==> src/rtl/cdb_result_queue.sv <==
// rtl/cdb_result_queue.sv - in-order result FIFO between one functional unit and the CDB scheduler
package cdb_pkg;
  typedef struct packed {
    logic [3:0]  rob;
    logic [31:0] value;
    logic        take_branch;
    logic [31:0] br_target;
  } CDB_packet_t;
endpackage

module cdb_result_queue
  import cdb_pkg::*;
#(
  parameter int DEPTH = 4,
  parameter int CNT_W = $clog2(DEPTH) + 1
) (
  input  logic             clk,
  input  logic             reset,
  input  logic             flush,
  input  logic             enq_valid,
  input  CDB_packet_t      enq_packet,
  output logic             ready,
  output logic             valid_out,
  output CDB_packet_t      out,
  input  logic             yumi_in,
  output logic [CNT_W-1:0] count
);

  localparam int PTR_W = $clog2(DEPTH);

  CDB_packet_t      mem [DEPTH];
  logic [PTR_W-1:0] head;
  logic [PTR_W-1:0] tail;
  logic             do_enq;
  logic             do_deq;

  // Decode only from registered count, so ready never depends on yumi_in.
  assign ready     = (count != CNT_W'(DEPTH));
  assign valid_out = (count != '0);
  assign out       = valid_out ? mem[head] : '0;
  assign do_enq    = enq_valid & ready;
  assign do_deq    = yumi_in & valid_out;

  always_ff @(posedge clk or negedge reset) begin
    if (!reset) begin
      head  <= '0;
      tail  <= '0;
      count <= '0;
    end else if (flush) begin
      head  <= '0;
      tail  <= '0;
      count <= '0;
    end else begin
      if (do_enq) tail <= tail + PTR_W'(1);
      if (do_deq) head <= head + PTR_W'(1);
      count <= count + CNT_W'(do_enq) - CNT_W'(do_deq);
    end
  end

  always_ff @(posedge clk) begin
    if (do_enq && !flush) mem[tail] <= enq_packet;
  end

  // A dropped enqueue is an FU protocol slip, reported but not fatal.
  always @(posedge clk) begin
    if (reset && !flush) begin
      assert (!(enq_valid && !ready))
        else $warning("cdb_result_queue: enqueue dropped while full");
      assert (!(yumi_in && !valid_out))
        else $error("cdb_result_queue: yumi_in while queue empty");
    end
    if (reset) begin
      assert (count <= CNT_W'(DEPTH))
        else $error("cdb_result_queue: count out of range");
      assert (tail == head + count[PTR_W-1:0])
        else $error("cdb_result_queue: tail/head/count disagree");
    end
  end

endmodule

==> config.mk <==
export PLATFORM = sky130hd
export DESIGN_NAME = cdb_result_queue
export DESIGN_NICKNAME = d
export VERILOG_FILES = /design/src/rtl/cdb_result_queue.sv
export SDC_FILE = /design/constraint.sdc
export NUM_CORES = 1
export LEC_CHECK = 0
export ABC_AREA = 1
export BUFFER_PORTS_ARGS = -buffer_cell sky130_fd_sc_hd__clkbuf_2
export CELL_PAD_IN_SITES_DETAIL_PLACEMENT = 0
export CELL_PAD_IN_SITES_GLOBAL_PLACEMENT = 1
export CORE_MARGIN = 2
export CORE_UTILIZATION = 46
export CTS_CLUSTER_DIAMETER = 60
export DETAILED_ROUTE_END_ITERATION = 16
export PLACE_DENSITY = 0.78
export SETUP_SLACK_MARGIN = 0.1
export SYNTH_ARGS = -nofsm -noshare
export SYNTH_HDL_FRONTEND = slang
export SYNTH_SLANG_ARGS = --single-unit
export TNS_END_PERCENT = 5
==> constraint.sdc <==
create_clock -name clk -period 5.1 [get_ports clk]
set_input_delay 0.255 -clock clk [delete_from_list [all_inputs] [get_ports clk]]
set_output_delay 0.255 -clock clk [all_outputs]
set_load 0.1 [all_outputs]
==> results, run 1 <==
- The die span in y is 167 microns.
- The maximum net fanout on the critical path is 107.
- After synthesis, the cell types taking the most area are sky130_fd_sc_hd__edfxtp_1 68%, sky130_fd_sc_hd__nand2_1 8.9%, sky130_fd_sc_hd__inv_1 8.8%.
- Of the cells placed in the final design, the portion with a size suffix greater than 1 is 0.151.
- The detailed-route wire length per cell is 14.8 microns.
- The primary flip-flop cell chosen by synthesis mapping is sky130_fd_sc_hd__edfxtp_1.
- The routability congestion estimate is 0.701.
- The nature of the critical path startpoint is a flop.
- The commonest cells after synthesis are 288 x sky130_fd_sc_hd__nand2_1, 287 x sky130_fd_sc_hd__inv_1, 276 x sky130_fd_sc_hd__edfxtp_1, 144 x sky130_fd_sc_hd__nand3_1, 70 x sky130_fd_sc_hd__a21oi_1.
- The count of TritonRoute iterations in the first routing pass is 5.
- The minimum clock period after layout is 3.73 ns.
- The final instance area is 0.0148 sq mm.
- The total area inside the core boundary comes to 0.0261 sq mm.
- The floorplan step defined a die boundary enclosing 0.0279 sq mm.
- The number of enable flip-flop cells after synthesis is 276.
- The wire length of the first global-routing pass is 40.3 mm.
- The register clock-pin slew on the reported worst setup and hold paths is 0.06 ns.
- The clock drives 283 sinks.
- The area used by multi-input combinational logic is 0.00234 sq mm.
- The total overflow left after global routing is 0.
- The setup TNS is 0 ns.
- At the end of the flow the core is filled with cells to 0.569.
- Once placement finished, the instance area stood at 0.0132 sq mm.
- The critical path class is reg2out.
- The clock latency of the later-clocked register in the worst-skew pair is 0.52 ns.
- The final-report max-slew violation count is 0.
- The share of the clock period used by the worst path after layout is 0.731.
- The final antenna-violating net count is 0.
- The HPWL after detailed placement is 13.9 mm.
- Setup repair after global routing left no endpoint under its margin.
- The clock passes through at most 3 buffers.
- The final routed wirelength across all metal layers is 25.4 mm.
- The number of nets produced by synthesis is 1,231.
- The final number of hold-violating endpoints is 0.
- The total of endpoints with negative setup slack in the final report is 0.
- The number of buffer cells added on primary ports is 147.
- Traced cell by cell, the critical path runs through inv_4 -> buf_4 -> nand2_1 -> nand3_1 -> a21oi_1 -> clkbuf_2.
- The tool flagged a number of max-cap violations equal to 0.
- Once the clock tree was built, the setup fixing pass inserted 0 buffers.
- Headroom to the max-slew limit came out at 0.235.
- The upper clock frequency limit is 268 MHz.
- The via density per instance is 4.65.
- The worst-margin pin slew is 1.15 ns.
- TritonCTS built the clock tree.
- Data on the critical path is required at its endpoint by 4.85 ns.
- The leading area contributor after synthesis is sky130_fd_sc_hd__edfxtp_1.
- The number of synthesized register bits is 283.
- In the global route stage, overall resource usage came out at 0.181.
- The via count of the first global-routing pass is 7,702.
- The critical path capture point type is a primary output.
- The flow ran to the end, and the final reports show no timing, DRC or antenna violations.
- The net count of the finished layout is 1,442.
- The initial antenna violation count was 0.
- The largest stage delay on the critical path is 0.95 ns.
- 0 antenna diodes ended up in the layout.
- The chip width is 167 microns.
- The top-area cell type share of the netlist area is 0.679.
- After floorplanning, the core was divided into 59 placement rows.
- The number of vias in the routed layout is 7,990.
- Of the synthesized area, sequential elements account for 0.693.
- The arrival time reported for the critical path endpoint is 3.47 ns.
- The path class of the lowest-slack min-delay path is in2async.
- The DRC violations left is 0.
- The I/O pin count is 148.
- The detailed router finished its first iteration with 557 violations.
- The H-tree depth is 1.
- The area occupied by registers is 0.00847 sq mm.
- The share of flip-flops with an asynchronous set or reset is 0.0247.
- The leading cell type by number of instances after synthesis is sky130_fd_sc_hd__nand2_1.
- Synthesis produced 1,150 cells.
- Dividing the synthesized area by the synthesized cell count gives 10.6 sq um.
- The number of instances resized during post-cts repair is 0.
- The largest individual stage delay along the critical path comes from the cell sky130_fd_sc_hd__inv_4.
- The final-layout fill cell count is 2,186.
- The count of different cell masters after synthesis is 19.
- The root buffer selected by CTS is sky130_fd_sc_hd__clkbuf_16.
- Summing every instance area after synthesis gives 0.0122 sq mm.
- Entering global routing, the biggest net connects 108 pins.
- The starting utilization of the core area is 0.468.
- The number of buffers added by the clock tree synthesis step is 29.
- The warning count from the yosys run is 0.
- Clock skew on the completed layout was measured at 0.00722 ns.
- The post-synthesis to final-layout area growth is 21.4%.
-- worst max-delay path: cells and delay by family (launching register included) --
family,cells,cell delay [ns]
AOI/OAI and AO/OA,1,0.11
buffers and inverters,3,1.90
DFF,1,0.74
and+or+nand+nor,2,0.17
-- layout by cell type, fill, tap and decap left out, types with 2 or more instances in the layout --
cell type,Yosys,routed
sky130_fd_sc_hd__a21oi_1,70,70
sky130_fd_sc_hd__buf_4,2,13
sky130_fd_sc_hd__bufinv_16,0,4
sky130_fd_sc_hd__clkbuf_1,7,6
sky130_fd_sc_hd__clkbuf_16,0,29
sky130_fd_sc_hd__clkbuf_2,0,147
sky130_fd_sc_hd__clkinv_1,1,9
sky130_fd_sc_hd__clkinv_2,0,4
sky130_fd_sc_hd__dfrtp_1,7,5
sky130_fd_sc_hd__dlygate4sd3_1,0,73
sky130_fd_sc_hd__edfxtp_1,276,276
sky130_fd_sc_hd__ha_1,6,6
sky130_fd_sc_hd__inv_1,287,287
sky130_fd_sc_hd__inv_2,3,2
sky130_fd_sc_hd__nand2_1,288,288
sky130_fd_sc_hd__nand3_1,144,144
sky130_fd_sc_hd__nand4_1,4,4
sky130_fd_sc_hd__nor2_1,8,4
sky130_fd_sc_hd__nor2_4,0,4
-- routing by layer --
| metal | wire length [microns] | part of all wire | vias to the layer above | GRT usage |
|---|---|---|---|---|
| met4 | 393 | 0.016 | 0 | 0.0364 |
| met2 | 12200 | 0.48 | 185 | 0.310 |
| li1 | - | - | 4068 | - |
| met1 | 11400 | 0.45 | 3706 | 0.244 |
| met5 | 0 | 0 | - | 0 |
| met3 | 1310 | 0.052 | 31 | 0.0302 |
-- sequential cells by signal, indices dropped and copies added (netlist names) --
| signal | count |
|---|---|
| mem | 276 |
| count | 3 |
| head | 2 |
| tail | 2 |
-- metrics by stage --
stage,setup WS [ns],cells,hold WS [ns]
after floorplan,-0.540,1150,-0.0406
after global placement,1.94,1592,0.107
after detailed placement,1.90,1592,0.111
after CTS,1.34,1717,0.0962
after global routing,1.13,1717,0.118
final,1.37,1717,0.101
-- worst paths after layout --
check | startpoint | to | slack, ns | cells past startpoint
min | reset | count[0]$_DFF_PN0_ | 0.10 | 2
min in group clk | flush | count[0]$_DFF_PN0_ | 0.46 | 3
max in group asynchronous | reset | head[0]$_DFFE_PN0P_ | 4.80 | 2
max reg2reg | count[1]$_DFF_PN0_ | mem[2][32]$_DFFE_PP_ | 2.40 | 5
min reg2reg | tail[1]$_DFFE_PN0P_ | tail[1]$_DFFE_PN0P_ | 0.56 | 2
max | head[0]$_DFFE_PN0P_ | out[31] | 1.37 | 6
-- cell type report --
class | count | area share
inverter | 291 | 0.0739
multi-input combinational | 523 | 0.158
timing repair buffer | 233 | 0.106
clock inverter | 17 | 0.0120
tap | 335 | 0.0283
clock buffer | 35 | 0.0505
sequential | 283 | 0.572
-- cell families (layout without fill, tap and decap cells) --
logic type                 count (synthesis)  in the layout  synth area share
DFF                                      283            283             0.693
buffers and inverters                    344            576             0.117
AOI/OAI and AO/OA                         70             70            0.0287
adders and majority gates                  7              7           0.00779
and+or+nand+nor                          446            446             0.153
-- repair_timing --
item,in CTS,in global routing
setup endpoints to repair,0,0
hold buffers,73,0
hold endpoints to repair,287,0
Power of run 1 is not shown: default switching activity piles up to over one toggle a cycle in this logic, so the estimate is an artifact.
==> run 2: changes to the inputs <==
--- a/config.mk
+++ b/config.mk
@@ -10,10 +10,10 @@
 export CELL_PAD_IN_SITES_DETAIL_PLACEMENT = 0
 export CELL_PAD_IN_SITES_GLOBAL_PLACEMENT = 1
 export CORE_MARGIN = 2
-export CORE_UTILIZATION = 46
+export CORE_UTILIZATION = 41
 export CTS_CLUSTER_DIAMETER = 60
 export DETAILED_ROUTE_END_ITERATION = 16
-export PLACE_DENSITY = 0.78
+export PLACE_DENSITY = 0.73
 export SETUP_SLACK_MARGIN = 0.1
 export SYNTH_ARGS = -nofsm -noshare
 export SYNTH_HDL_FRONTEND = slang
==> constraint.sdc (replaced) <==
create_clock -name clk -period 3.3 [get_ports clk]
set_input_delay 0.165 -clock clk [delete_from_list [all_inputs] [get_ports clk]]
set_output_delay 0.165 -clock clk [all_outputs]
set_load 0.1 [all_outputs]
==> run 2 against run 1 <==
Non-clock buffer count up 4. Cell count rose by 4.0%. Count of clock-buffer cells in the layout rose by 12. Clock skew rose by 0.016 ns. Largest cell class unchanged. Utilization down 4.5 points. Sequential share of layout area decreased by 2.3 points. Sequential cell count did not move. Hold slack worse by 0.043 ns. Design area up 4.3%. Critical path depth unchanged. Via count increased by 2.4%. Global-route usage down 0.43 points.
==> results, run 2 (synthesized netlist as in run 1, its figures left out) <==
- The number of vias in the routed layout came to 8,178 (+2.4%).
- The worst-margin pin slew is 0.739 ns (-0.409 ns).
- The worst slew slack as a fraction of its limit is 0.508 (+0.273).
- The share of the clock period used by the worst path after layout is 0.796.
- The worst hold path belongs to the class in2async.
- The maximum net fanout on the critical path is 65 (-39%).
- The minimum clock period after layout is 2.63 ns.
- The count of TritonRoute iterations in the first routing pass was 5 (unchanged).
- The area of the placeable core was 0.0295 sq mm (+13%).
- The number of nets in the finished design is 1,451 (+0.62%).
- The via count of the first global-routing pass came to 8,150 (+5.8%).
- The final antenna-violating net count was 0 (unchanged).
- The maximum number of buffers from clock root to sink is 3 (unchanged).
- The DRC violation total after the first TritonRoute iteration is 468 (-16%).
- The buffers inserted during post-CTS setup optimization is 0 (unchanged).
- The post-placement cell count came to 1,651 (+3.7%).
- The cell that appears most often on the critical path is sky130_fd_sc_hd__buf_4.
- The total of endpoints with negative setup slack in the final report is 0 (unchanged).
- STA classifies the critical path endpoint as a primary output.
- The number of instances resized during post-cts repair came to 0 (unchanged).
- The clock tree skew after final layout is 0.0236 ns (+0.0164 ns).
- The root buffer selected by CTS is sky130_fd_sc_hd__clkbuf_16.
- In the layout the commonest cells are 287 x sky130_fd_sc_hd__inv_1, 287 x sky130_fd_sc_hd__nand2_1, 276 x sky130_fd_sc_hd__edfxtp_1.
- The number of buffer cells added on primary ports is 147 (unchanged).
- The number of standard cells in the layout, taps in and fillers out was 1,786 (+4.0%).
- The flip-flop count of the largest register after layout is 276 (unchanged).
- The starting utilization of the core area was 0.414 (-0.0544).
- The floorplan row count is 63 (+6.8%).
- The final hold slack is 0.0581 ns (-0.0434 ns).
- Ranked by flip-flop count, first place goes to mem.
- The maximum number of pins on one net before global-route repair was 141 (+31%).
- The via density per instance is 4.58 (-1.6%).
- The chip width is 177 microns (+5.8%).
- The final routed wirelength across all metal layers is 27.3 mm (+7.6%).
- The worst setup slack for register-to-register paths is 1.20 ns (-1.20 ns).
- The arrival time reported for the critical path endpoint is 2.46 ns (-1.01 ns).
- The critical path class is reg2out.
- The number of buffers added by the clock tree synthesis step is 34 (+17%).
- The wire length of the first global-routing pass is 43.0 mm (+6.7%).
- The I/O pin count is 148 (unchanged).
- The DRC violations left came to 0 (unchanged).
- The H-tree depth is 2 (+1).
- The final-report max-slew violation count is 0 (unchanged).
- The area growth from synthesis to layout is 26.6%.
- The routability congestion estimate came to 0.753 (+7.4%).
- The clock latency of the later-clocked register in the worst-skew pair was 0.50 ns (-0.02 ns).
- The initial antenna violation count is 1 (+1).
- Traced cell by cell, the critical path runs through inv_4 -> buf_4 -> nand2_1 -> nand3_1 -> a21oi_1 -> buf_4.
- The nature of the critical path startpoint is a flop.
- TritonCTS built the clock tree.
- The register clock-pin slew on the reported worst setup and hold paths came to 0.05 ns (about the same).
- The overall routing resource usage came to 0.176 (-0.00425).
- The largest registers in the layout are mem x276, count x3.
- The required time at the endpoint of the critical path came to 3.13 ns (-1.72 ns).
- The CTS sink count is 283 (unchanged).
- The upper clock frequency limit is 381 MHz.
- The run finished with clean final reports.
- The final number of hold-violating endpoints was 0 (unchanged).
- The die span in y is 177 microns (+5.8%).
- The post-cts hold buffer count is 73 (unchanged).
- The max capacitance violation total came to 0 (unchanged).
- The total overflow reported by the global router is 0 (unchanged).
- The largest stage delay on the critical path came to 0.54 ns (-0.41 ns).
- The die area was 0.0312 sq mm (+12%).
- The slowest library cell on the worst path is sky130_fd_sc_hd__inv_4.
- The setup TNS was 0 ns (unchanged).
- The layout cell share with drive strength beyond 1 was 0.158 (+0.00719).
- Setup repair after global routing left no endpoint under its margin.
- The HPWL after detailed placement was 14.9 mm (+7.1%).
- The detailed-route wire length per cell is 15.3 microns (+3.5%).
[run 2: cell types whose count changed in the layout (fill, tap and decap cells not counted), moves of 4 or more]
cell / delta
sky130_fd_sc_hd__clkbuf_16: +6
sky130_fd_sc_hd__buf_12: +16
sky130_fd_sc_hd__clkbuf_2: -69
sky130_fd_sc_hd__buf_4: +57
sky130_fd_sc_hd__clkinv_2: -4
sky130_fd_sc_hd__clkbuf_1: +5
[run 2: critical path: cells and delay by family, from the launching register on]
kind	cells	cell delay (ns)
compound gates	1	0.10
buf+inv	3	1.19
simple gates	2	0.16
flops	1	0.50
[run 2: final timing paths]
check / startpoint / end / depth (start not counted)
worst min register to register: tail[1]$_DFFE_PN0P_ / tail[1]$_DFFE_PN0P_ / 2
worst min-delay path: reset / head[0]$_DFFE_PN0P_ / 2
worst max register to register: count[1]$_DFF_PN0_ / count[2]$_DFF_PN0_ / 11
min in group clk: flush / count[0]$_DFF_PN0_ / 3
worst max-delay path: head[0]$_DFFE_PN0P_ / out[62] / 6
max in group asynchronous: reset / count[1]$_DFF_PN0_ / 2
[run 2: routing by layer]
metal  up-vias  part of all wire  wire length (microns)  global-route usage
met1      3833              0.44                  11900               0.231
met4         0             0.014                    393              0.0468
li1       4097                 -                      -                   -
met5         -                 0                      0                   0
met2       216              0.48                  13200               0.300
met3        32             0.067                   1840              0.0355
[run 2: metrics by stage]
step                      utilization  setup WS [ns]  area [sq um]
final                           0.524          0.675         15400
after global routing            0.524          0.538         15400
after CTS                       0.524          0.630         15400
after detailed placement        0.463           1.17         13600
after global placement          0.463           1.19         13600
after floorplan                     -         -0.300         12200
[run 2: final cells by class]
class                           instances  area (sq um)
Sequential cell                       283          8470
Fill cell                            2585         14000
Clock buffer                           47           931
Timing Repair Buffer                  237          1970
Inverter                              291          1090
Tap cell                              390           488
Multi-Input combinational cell        523          2350
Antenna cell                            1          2.50
Clock inverter                         14           148
Power of run 2 is left out for the same reason.
